<file path="config.mk">
export PLATFORM = sky130hd
export DESIGN_NAME = fft_frame_collector
export DESIGN_NICKNAME = d
export VERILOG_FILES = /design/src/rtl/fft_frame_collector.sv
export SDC_FILE = /design/constraint.sdc
export NUM_CORES = 1
export LEC_CHECK = 0
export BUFFER_PORTS_ARGS = -buffer_cell sky130_fd_sc_hd__clkbuf_2
export CAP_MARGIN = 25
export CORE_UTILIZATION = 61
export DETAILED_ROUTE_END_ITERATION = 10
export PLACE_DENSITY = 0.8
export SLEW_MARGIN = 20
export SYNTH_ARGS = -nofsm -noshare
export SYNTH_HDL_FRONTEND = slang
export SYNTH_SLANG_ARGS = --single-unit
export TNS_END_PERCENT = 10
</file>
<file path="constraint.sdc">
create_clock -name clk -period 3.2 [get_ports clk]
set_input_delay 0 -clock clk [delete_from_list [all_inputs] [get_ports clk]]
set_output_delay 0 -clock clk [all_outputs]
set_load 0.05 [all_outputs]
</file>
<file path="src/rtl/fft_frame_collector.sv">
// Ping-pong frame collector: gathers a serial stream of WIDTH-bit samples into
// SAMPLES-entry frames and presents each completed frame as a parallel array.
// One bank fills while the other is held stable for the downstream FFT stage.
//
// Ports:
//   clk, reset     rising-edge clock, synchronous active-high reset
//   sample_in      incoming sample, index order = arrival order
//   sample_valid   sample_in is valid this cycle
//   sample_ready   collector accepts a sample this cycle (combinational from state)
//   frame_out      held frame, element 0 is the earliest sample
//   frame_valid    frame_out holds a complete frame
//   frame_ready    consumer takes the frame this cycle
//   dropped_count  saturating count of offered-but-refused samples
module fft_frame_collector #(
  parameter int unsigned SAMPLES = 8,
  parameter int unsigned WIDTH   = 3,
  parameter int unsigned DROP_W  = 8
) (
  input  logic              clk,
  input  logic              reset,
  input  logic [WIDTH-1:0]  sample_in,
  input  logic              sample_valid,
  output logic              sample_ready,
  output logic [WIDTH-1:0]  frame_out [SAMPLES-1:0],
  output logic              frame_valid,
  input  logic              frame_ready,
  output logic [DROP_W-1:0] dropped_count
);

  localparam int unsigned      IDX_W    = (SAMPLES > 2) ? $clog2(SAMPLES) : 1;
  localparam logic [IDX_W-1:0] LAST_IDX = IDX_W'(SAMPLES - 1);
  localparam logic [DROP_W-1:0] DROP_MAX = '1;

  logic [WIDTH-1:0] bank [2][SAMPLES];
  logic [1:0]       bank_full;
  logic [1:0]       bank_full_nxt;
  logic             wr_bank;
  logic             rd_bank;
  logic [IDX_W-1:0] wr_idx;

  logic sample_fire;
  logic frame_fire;
  logic frame_done;

  // Handshake decode; ready only depends on registered state and reset.
  assign sample_ready = !reset && !bank_full[wr_bank];
  assign sample_fire  = sample_valid && sample_ready;
  assign frame_valid  = bank_full[rd_bank];
  assign frame_fire   = frame_valid && frame_ready;
  assign frame_done   = sample_fire && (wr_idx == LAST_IDX);

  // Completion and release always target different banks, so both may apply.
  always_comb begin
    bank_full_nxt = bank_full;
    if (frame_fire) bank_full_nxt[rd_bank] = 1'b0;
    if (frame_done) bank_full_nxt[wr_bank] = 1'b1;
  end

  // Output frame is a straight register read of the read bank.
  for (genvar g = 0; g < SAMPLES; g++) begin : g_frame_out
    assign frame_out[g] = bank[rd_bank][g];
  end

  // Bank storage, pointers and drop counter.
  always_ff @(posedge clk) begin
    if (reset) begin
      for (int b = 0; b < 2; b++) begin
        for (int i = 0; i < SAMPLES; i++) begin
          bank[b][i] <= '0;
        end
      end
      bank_full     <= '0;
      wr_bank       <= 1'b0;
      rd_bank       <= 1'b0;
      wr_idx        <= '0;
      dropped_count <= '0;
    end else begin
      bank_full <= bank_full_nxt;

      if (sample_fire) begin
        bank[wr_bank][wr_idx] <= sample_in;
        if (wr_idx == LAST_IDX) begin
          wr_idx  <= '0;
          wr_bank <= !wr_bank;
        end else begin
          wr_idx <= wr_idx + IDX_W'(1);
        end
      end

      if (frame_fire) begin
        rd_bank <= !rd_bank;
      end

      if (sample_valid && !sample_ready && (dropped_count != DROP_MAX)) begin
        dropped_count <= dropped_count + DROP_W'(1);
      end
    end
  end

endmodule

</file>
Word-level counts from Yosys, hierarchy flattened

Memories as Yosys holds them, arrays and structs flattened. A register that Yosys moved wholly into a read port is not among the register bits.
Cells that the tools add are included.

RAM bits: 48
Output and inout port bits: 34
Register bits: 15
Input bits: 7
Memories kept: 1
Word-level logic and storage cells: 59

Equality and inequality tests: 2
$add $sub $neg: 2
Mux-type cells: 23
Reductions and logical operators: 16
Bitwise gates (word level): 4
Magnitude comparators: 6

Memories:

| name | depth | bits a word | read ports | clocked after Yosys merged registers in | write ports | line | source |
|---|---|---|---|---|---|---|---|
| bank | 2     | 24          | 1          | 1                                       | 2           | 34   | `logic [WIDTH-1:0] bank [2][SAMPLES];` |

Operator list:

| kind                                                       | count |
|---|---|
| 2-to-1 mux 24 bit                                          | 3 |
| OR reduction 24 bit                                        | 1 |
| 2-to-1 mux 1 bit                                           | 13 |
| demux 3 bit (select 3 bit)                                 | 1 |
| logical AND 1 bit                                          | 9 |
| adder 8 x 1 -> 8 bit, second input constant                | 1 |
| != test 8 bit, second input constant                       | 1 |
| 2-to-1 mux 3 bit                                           | 2 |
| logical NOT 1 bit                                          | 5 |
| greater-or-equal comparator 4 bit, second input constant   | 1 |
| less-than comparator 1 x 2 -> 1 bit, second input constant | 2 |
| less-than comparator 4 x 1 -> 1 bit, second input constant | 1 |
| 2-to-1 mux 2 bit                                           | 2 |
| NOT 3 -> 4 bit                                             | 1 |
| adder 3 x 1 -> 3 bit, second input constant                | 1 |
| == test 3 bit, second input constant                       | 1 |
| AND 2 bit                                                  | 1 |
| demux 1 bit (select 1 bit)                                 | 2 |
| greater-or-equal comparator 1 bit, second input constant   | 2 |
| NOT 2 bit                                                  | 1 |
| bitwise OR 2 bit                                           | 1 |
| AND reduction 2 bit                                        | 1 |

Longest topological paths before layout

Gate-level depths: netlist of run 1.

Word-level depth: 10
Gate-level depth with buffers: 6
Gate-level depth less buffers: 6

Worst setup path after synthesis of run 1

OpenSTA, ideal clock, no wires.

Path type: flip-flop to flip-flop
Start: register wr_bank
End: register dropped_count[3]
Setup slack: 1,258 ps
Arrival: 1,821 ps
Buffers on the path: 0
Cell stages (with the launch flop): 5
Library setup time: 122 ps
Data required time: 3,078 ps
Cell sequence: dfxtp_1 mux2_2 nor2_1 o21bai_1 o311a_1

Word-level cells in the longest chain between the ends: 7

RTL lines:

| what                                                | line | source |
|---|---|---|
| start, declared                                     | 37   | `logic wr_bank;` |
| start signal, assigned                              | 84   | `wr_bank <= !wr_bank;` |
| 2-to-1 mux 1 bit (implied by the code) (2 in a row) | 46   | `assign sample_ready = !reset && !bank_full[wr_bank];` |
| logical NOT 1 bit                                   | 46   |  |
| logical AND 1 bit                                   | 46   |  |
| via sample_ready                                    | 23   | `output logic sample_ready,` |
| logical NOT 1 bit                                   | 94   | `if (sample_valid && !sample_ready && (dropped_count != DROP_MAX)) begin` |
| logical AND 1 bit (2 in a row)                      | 94   |  |
| end signal, assigned                                | 95   | `dropped_count <= dropped_count + DROP_W'(1);` |
| end, declared                                       | 27   | `output logic [DROP_W-1:0] dropped_count` |

The timed path passes the listed nets, and every way through them passes these cells. The select of a mux whose other input is x is not followed.
A chain may end at the register's enable or synchronous reset.

==> run metrics, run 1 <==
proportion of layout cells with a drive suffix above 1=31.2%; cell count after synthesis=239; CP Capture Type=flop; leading register cell type out of synthesis=sky130_fd_sc_hd__edfxtp_1; root buffer cell=sky130_fd_sc_hd__clkbuf_8; number of placement rows=24; total gr overflow=0; number of buffers created by CTS=9; xor and xnor area share after synthesis=0.297%; total wire length after detailed routing=6.00 mm; residual DRC count=0; Seq cells post-synth=64; Cell Count, Final, Fillers Out=337; number of vias per cell after detailed routing=6.16; Crit Path Max Fanout=12; cell type of the slowest stage on the worst timing path=sky130_fd_sc_hd__o41ai_1; clk slew on worst S/H paths=60 ps; most common cell after layout, fill and taps aside=sky130_fd_sc_hd__edfxtp_1; Top-Level Pins=41; number of violations of the max-capacitance limit=0; synthesized-area fraction occupied by ao, oa, aoi and oai cells=8.12%; Max Clock Freq=435 MHz; path class of the lowest-slack min-delay path=in -> reg; multiplexer share of the synthesized area=11.4%; basic-gate share of the synthesized area counting and, or, nand and nor cells=17.0%; power density over the cells=504 mW/mm^2; Max stage delay on crit path=650 ps; die area=0.00511 mm^2; main combinational cell family by area after synthesis=simple AND/OR/NAND/NOR gates; top library cells by usage in the layout, fill and taps aside=sky130_fd_sc_hd__edfxtp_1 (48), sky130_fd_sc_hd__clkbuf_2 (40), sky130_fd_sc_hd__mux2_2 (27); Post-Synthesis Net Count=249; cell chain of the critical path=mux2i_4, nand2_2, o41ai_1; signed area change from the synthesized netlist to the final layout=13.6%; Mapped Area=0.00294 mm^2; worst setup skew after layout=5.66 ps; setup TNS after final layout=0 ps; sequential-to-total area share from yosys stat=59.8%; overall fraction of global-route tracks in use=26.3%; Clock H-tree levels=3; Hold Buf Count CTS=0; floorplan core area=0.00450 mm^2; wire per inst=17.8 um; clock network latency to the later pin of the worst-skew pair=330 ps; worst-margin pin slew=846 ps; Arr. time, crit path=2260 ps; Post-Synthesis Mean Instance Area=12.3 um^2; setup repair bufs after CTS=0; wire length of the first global-routing pass=9.80 mm; DP Cell Count=320; Syn. warnings=0; Critical Setup Path Class=reg -> reg; cell family with the largest share of critical-path delay=compound AO/OA/AOI/OAI gates; routed vias=2075; flop-to-flop setup slack=900 ps; starting DRC count in detailed routing=161; number of flops mapped to enable cells by yosys=48; vias in the first global route=1978; detailed placement HPWL=4.06 mm; die height=71.5 um; post-synthesis async set-or-reset flop share=0%; largest net degree at the start of global routing=25; Final Hold Viols=0; net count of the finished layout=290; CTS-repair resized insts=0; Sink Count=64; number of nets with antenna violations after routing=0; initial antenna violation count=0; reported leakage power=1.30 nW; final weighted congestion in routability-driven placement=0.811; die outline width=71.5 um; number of pins with negative max-slew slack in the final report=0; maximum buffer depth of the clock tree=2; final period utilization=71.8%; buffers plus inverters on the worst setup path=0; final setup vio count=0; number of distinct library cell variants in the gate-level netlist after synthesis=43; TritonCTS clock tree=yes; run status=completed; data required time of the critical path=3160 ps; total of buffers placed on input and output ports=40; Worst VDD drop=315 uV; number of iterations in the first detailed-routing pass=5; count of antenna diodes in the layout=0; initial cell density of the core=65.4%; RSZ-0062 raised after global routing=no; worst slew slack as a fraction of its limit=42.9%; post-synthesis adder-cell area fraction=1.27%; startpoint types=flop; minimum clock period=2300 ps
## report_power, final
part           switching [mW]  internal [mW]  total (mW)
sequential             0.0150          0.923       0.938
combinational           0.108         0.0354       0.143
clock                   0.281          0.324       0.605
total                   0.404           1.28        1.69
## registers in the layout, summed over array words and instances, names as in the netlist, named ones only
signal and flops:
wr_idx 3, dropped_count 8, bank 48, rd_bank 1, bank_full 2, wr_bank 1
## worst register-to-register path: cells and delay by family (launching register included)
kind	cells	cell delay [ps]
DFF	1	620
and+or+nand+nor	1	170
AOI/OAI and AO/OA	1	650
muxes	1	480
## cell type report
cell class                      instances  area (um^2)
Sequential cell                        64         1760
Fill cell                             313         1160
Multi-Input combinational cell        161         1120
Timing Repair Buffer                   41          211
Clock buffer                           15          166
Tap cell                               52         65.1
Inverter                                3         11.3
Clock inverter                          1         5.00
## Yosys cell counts (all sizes together) (3+ instances only)
master	count	area [um^2]
a21oi	5	36.3
a31oi	4	25.0
and2	15	93.8
and3	10	62.6
buf	3	17.5
clkbuf	8	30.0
dfxtp	16	320
edfxtp	48	1440
ha	3	37.5
inv	3	11.3
mux2	27	304
nand2	17	66.3
nand2b	3	18.8
nand3	8	40.0
nand4	3	18.8
nor2	19	71.3
nor3	9	45.0
o21ai	8	40.0
o41ai	3	26.3
## path summary, 6_finish.rpt
| kind | to | start | depth (start not counted) |
|---|---|---|---|
| max | bank[1][15] | wr_bank | 3 |
| min | bank_full[0] | frame_ready | 4 |
| max reg2reg | bank[1][15] | wr_bank | 3 |
| min reg2reg | dropped_count[7] | dropped_count[7] | 1 |
## layer usage
metal	vias up	track usage [%]	routed length, um
li1	978	-	-
met5	-	0	0
met4	0	14.8	160
met2	86	42.4	2970
met3	17	5.06	306
met1	994	33.6	2570
## cells by family (layout without fill, tap and decap cells)
family                     Yosys count  in the layout
AOI/OAI and AO/OA                   33             33
xor gates and xnor gates             1              1
adders and majority gates            3              3
buffers and inverters               14             60
DFF                                 64             64
muxes                               29             29
and+or+nand+nor                     95             95
## per-stage QoR
step                      setup slack [ps]  instance area (um^2)  utilization [%]  total power [mW]  hold slack (ps)
final                                  903                  3340             74.3              1.69             7.18
after detailed placement               967                  3160             70.2              1.10              343
after floorplan                       1260                  2940                -              1.06              198
after global routing                   727                  3340             74.3              1.74             30.6
after global placement                1050                  3160             70.2              1.09              338
after CTS                              949                  3330             74.0              1.69            0.492
(Power assumes the default switching activity.)
==> run 2: changes to the inputs <==
Settings changed: CORE_UTILIZATION 61 to 51, PLACE_DENSITY 0.8 to 0.71.
Clock period 3.2 ns to 2.1 ns, I/O delays scaled along.
==> run 2 against run 1 <==
Global-route usage shrank 5.0 points; total power up 51%; combinational power rose by 55%; worst setup slack lost 750 ps; critical path type is now reg -> out; first-iteration DRC count shrank 14%; largest cell class unchanged; final cell count rose by 7.7%.
==> run metrics, run 2 (synthesis gave the netlist of run 1 again) <==
final weighted congestion in routability-driven placement=0.816 (+0.72%); startpoint types=flop; buffers plus inverters on the worst setup path=2 (+2); die area=0.00608 mm^2 (+19%); proportion of layout cells with a drive suffix above 1=32.3% (+1.1 points); total of buffers placed on input and output ports=40 (unchanged); number of iterations in the first detailed-routing pass=4 (-1); reported leakage power=1.32 nW (+1.7%); vias in the first global route=1926 (-2.6%); worst slew slack as a fraction of its limit=65.2% (+22 points); Clock H-tree levels=3 (unchanged); path class of the lowest-slack min-delay path=in -> reg; Top-Level Pins=41 (unchanged); largest registers=bank (48), dropped_count (8), wr_idx (3); TritonCTS clock tree=yes; Hold Buf Count CTS=0 (unchanged); number of placement rows=27 (+13%); starting DRC count in detailed routing=139 (-14%); clock network fraction of total power=35.0% (-0.9 points); clock network latency to the later pin of the worst-skew pair=340 ps (about the same); minimum clock period=1950 ps; Int Power=1.92 mW (+50%); setup repair bufs after CTS=0 (unchanged); Sink Count=64 (unchanged); setup TNS after final layout=0 ps (unchanged); residual DRC count=0 (unchanged); overall fraction of global-route tracks in use=21.3% (-5.0 points); run status=completed; number of vias per cell after detailed routing=5.57 (-9.5%); clk slew on worst S/H paths=70 ps (about the same); area of all sequential standard cells=0.00176 mm^2 (unchanged); worst setup skew after layout=11.9 ps (+6.24 ps); switching share of power=24.3% (+0.38 points); count of antenna diodes in the layout=0 (unchanged); Critical Setup Path Class=reg -> out; top library cells by usage in the layout, fill and taps aside=sky130_fd_sc_hd__edfxtp_1 (48), sky130_fd_sc_hd__clkbuf_2 (40), sky130_fd_sc_hd__mux2_2 (27); die outline width=78.0 um (+9.1%); Largest register FFs=48 (unchanged); number of violations of the max-capacitance limit=0 (unchanged); most common cell after layout, fill and taps aside=sky130_fd_sc_hd__edfxtp_1; Worst VDD drop=356 uV (+13%); maximum buffer depth of the clock tree=2 (unchanged); fillcell total=462 (+48%); Arr. time, crit path=1950 ps (-310 ps); final period utilization=92.7%; root buffer cell=sky130_fd_sc_hd__clkbuf_8; largest reg by FF count=bank; data required time of the critical path=2100 ps (-1060 ps); number of nets with antenna violations after routing=0 (unchanged); initial antenna violation count=0 (unchanged); Max Clock Freq=514 MHz; RSZ-0062 raised after global routing=no; cell chain of the critical path=buf_4, mux2_2, nor2_1, clkbuf_2; total wire length after detailed routing=5.87 mm (-2.3%); CP Capture Type=primary output; DP Cell Count=347 (+8.4%); Net Sw Power=0.618 mW (+53%); Max stage delay on crit path=390 ps (-260 ps); wire length of the first global-routing pass=9.48 mm (-3.2%); final setup vio count=0 (unchanged); Crit Path Max Fanout=11 (-1); power share of the sequential group=56.2% (+0.6 points); worst-margin pin slew=521 ps (-325 ps); Final Hold Viols=0 (unchanged); largest net degree at the start of global routing=25 (unchanged); number of pins with negative max-slew slack in the final report=0 (unchanged); detailed placement HPWL=4.02 mm (-1.2%); signed area change from the synthesized netlist to the final layout=15.5%; CTS-repair resized insts=0 (unchanged); die height=78.0 um (+9.1%); proportion of power drawn by combinational gates=8.7% (+0.2 points); wire per inst=16.2 um (-9.3%); total gr overflow=0 (unchanged); net count of the finished layout=296 (+2.1%); routed vias=2022 (-2.6%); floorplan core area=0.00554 mm^2 (+23%); Power, Total=2.54 mW (+51%); cell family with the largest share of critical-path delay=buffers and inverters; number of buffers created by CTS=9 (unchanged); Cell Count, Final, Fillers Out=363 (+7.7%); power density over the cells=747 mW/mm^2 (+48%); cell type of the slowest stage on the worst timing path=sky130_fd_sc_hd__dfxtp_1; initial cell density of the core=53.1% (-12 points); total area of multi-input combinational cells=0.00112 mm^2 (unchanged)
[run 2: cell types whose count changed in the layout (fill, tap and decap cells not counted), sizes merged]
cell	before	now
clkbuf	55	54
buf	1	7
clkinv	1	2
[run 2: per-stage QoR]
stage | utilization [%] | area (um^2) | setup slack, ps | hold slack (ps)
4_1_cts | 61.4 | 3400 | 171 | 6.53
6_report | 61.4 | 3400 | 154 | 11.2
2_1_floorplan | - | 2940 | 158 | 198
3_5_place_dp | 58.5 | 3240 | 359 | 352
5_1_grt | 61.4 | 3400 | 101 | 58.0
3_3_place_gp | 58.5 | 3240 | 401 | 330
[run 2: worst min-delay path: stages]
cell	delay [ps]
sky130_fd_sc_hd__clkbuf_2	100
sky130_fd_sc_hd__nand2_1	60
sky130_fd_sc_hd__o22ai_1	70
sky130_fd_sc_hd__nor2_1	80
[run 2: cell type report]
type                       count  share of cell area [%]
inverter                       3                   0.331
sequential                    64                    51.8
tap                           72                    2.65
timing repair buffer          47                    7.43
clock inverter                 2                   0.258
multi-input combinational    161                    33.0
clock buffer                  14                    4.49
[run 2: worst paths after layout]
kind,slack [ps],cells after the start,endpoint,startpoint
setup / recovery,150,4,sample_ready,wr_bank
hold / removal,10,4,bank_full[0],frame_ready
setup reg to reg,350,3,bank[0][9],wr_bank
hold reg to reg,560,2,dropped_count[1],dropped_count[1]
[run 2: layer usage]
metal,global-route usage [%],wire length (um)
met5,0,0
met2,33.4,2800
met3,3.41,265
met4,12.0,159
met1,28.1,2640
[run 2: power by group through the flow]
stage,Clock (mW),Combinational [mW],Sequential [mW]
finish,0.890,0.221,1.43
global route,0.960,0.236,1.43
CTS,0.898,0.224,1.43
detailed placement,0,0.223,1.46
global placement,0,0.219,1.45
floorplan,0,0.159,1.45
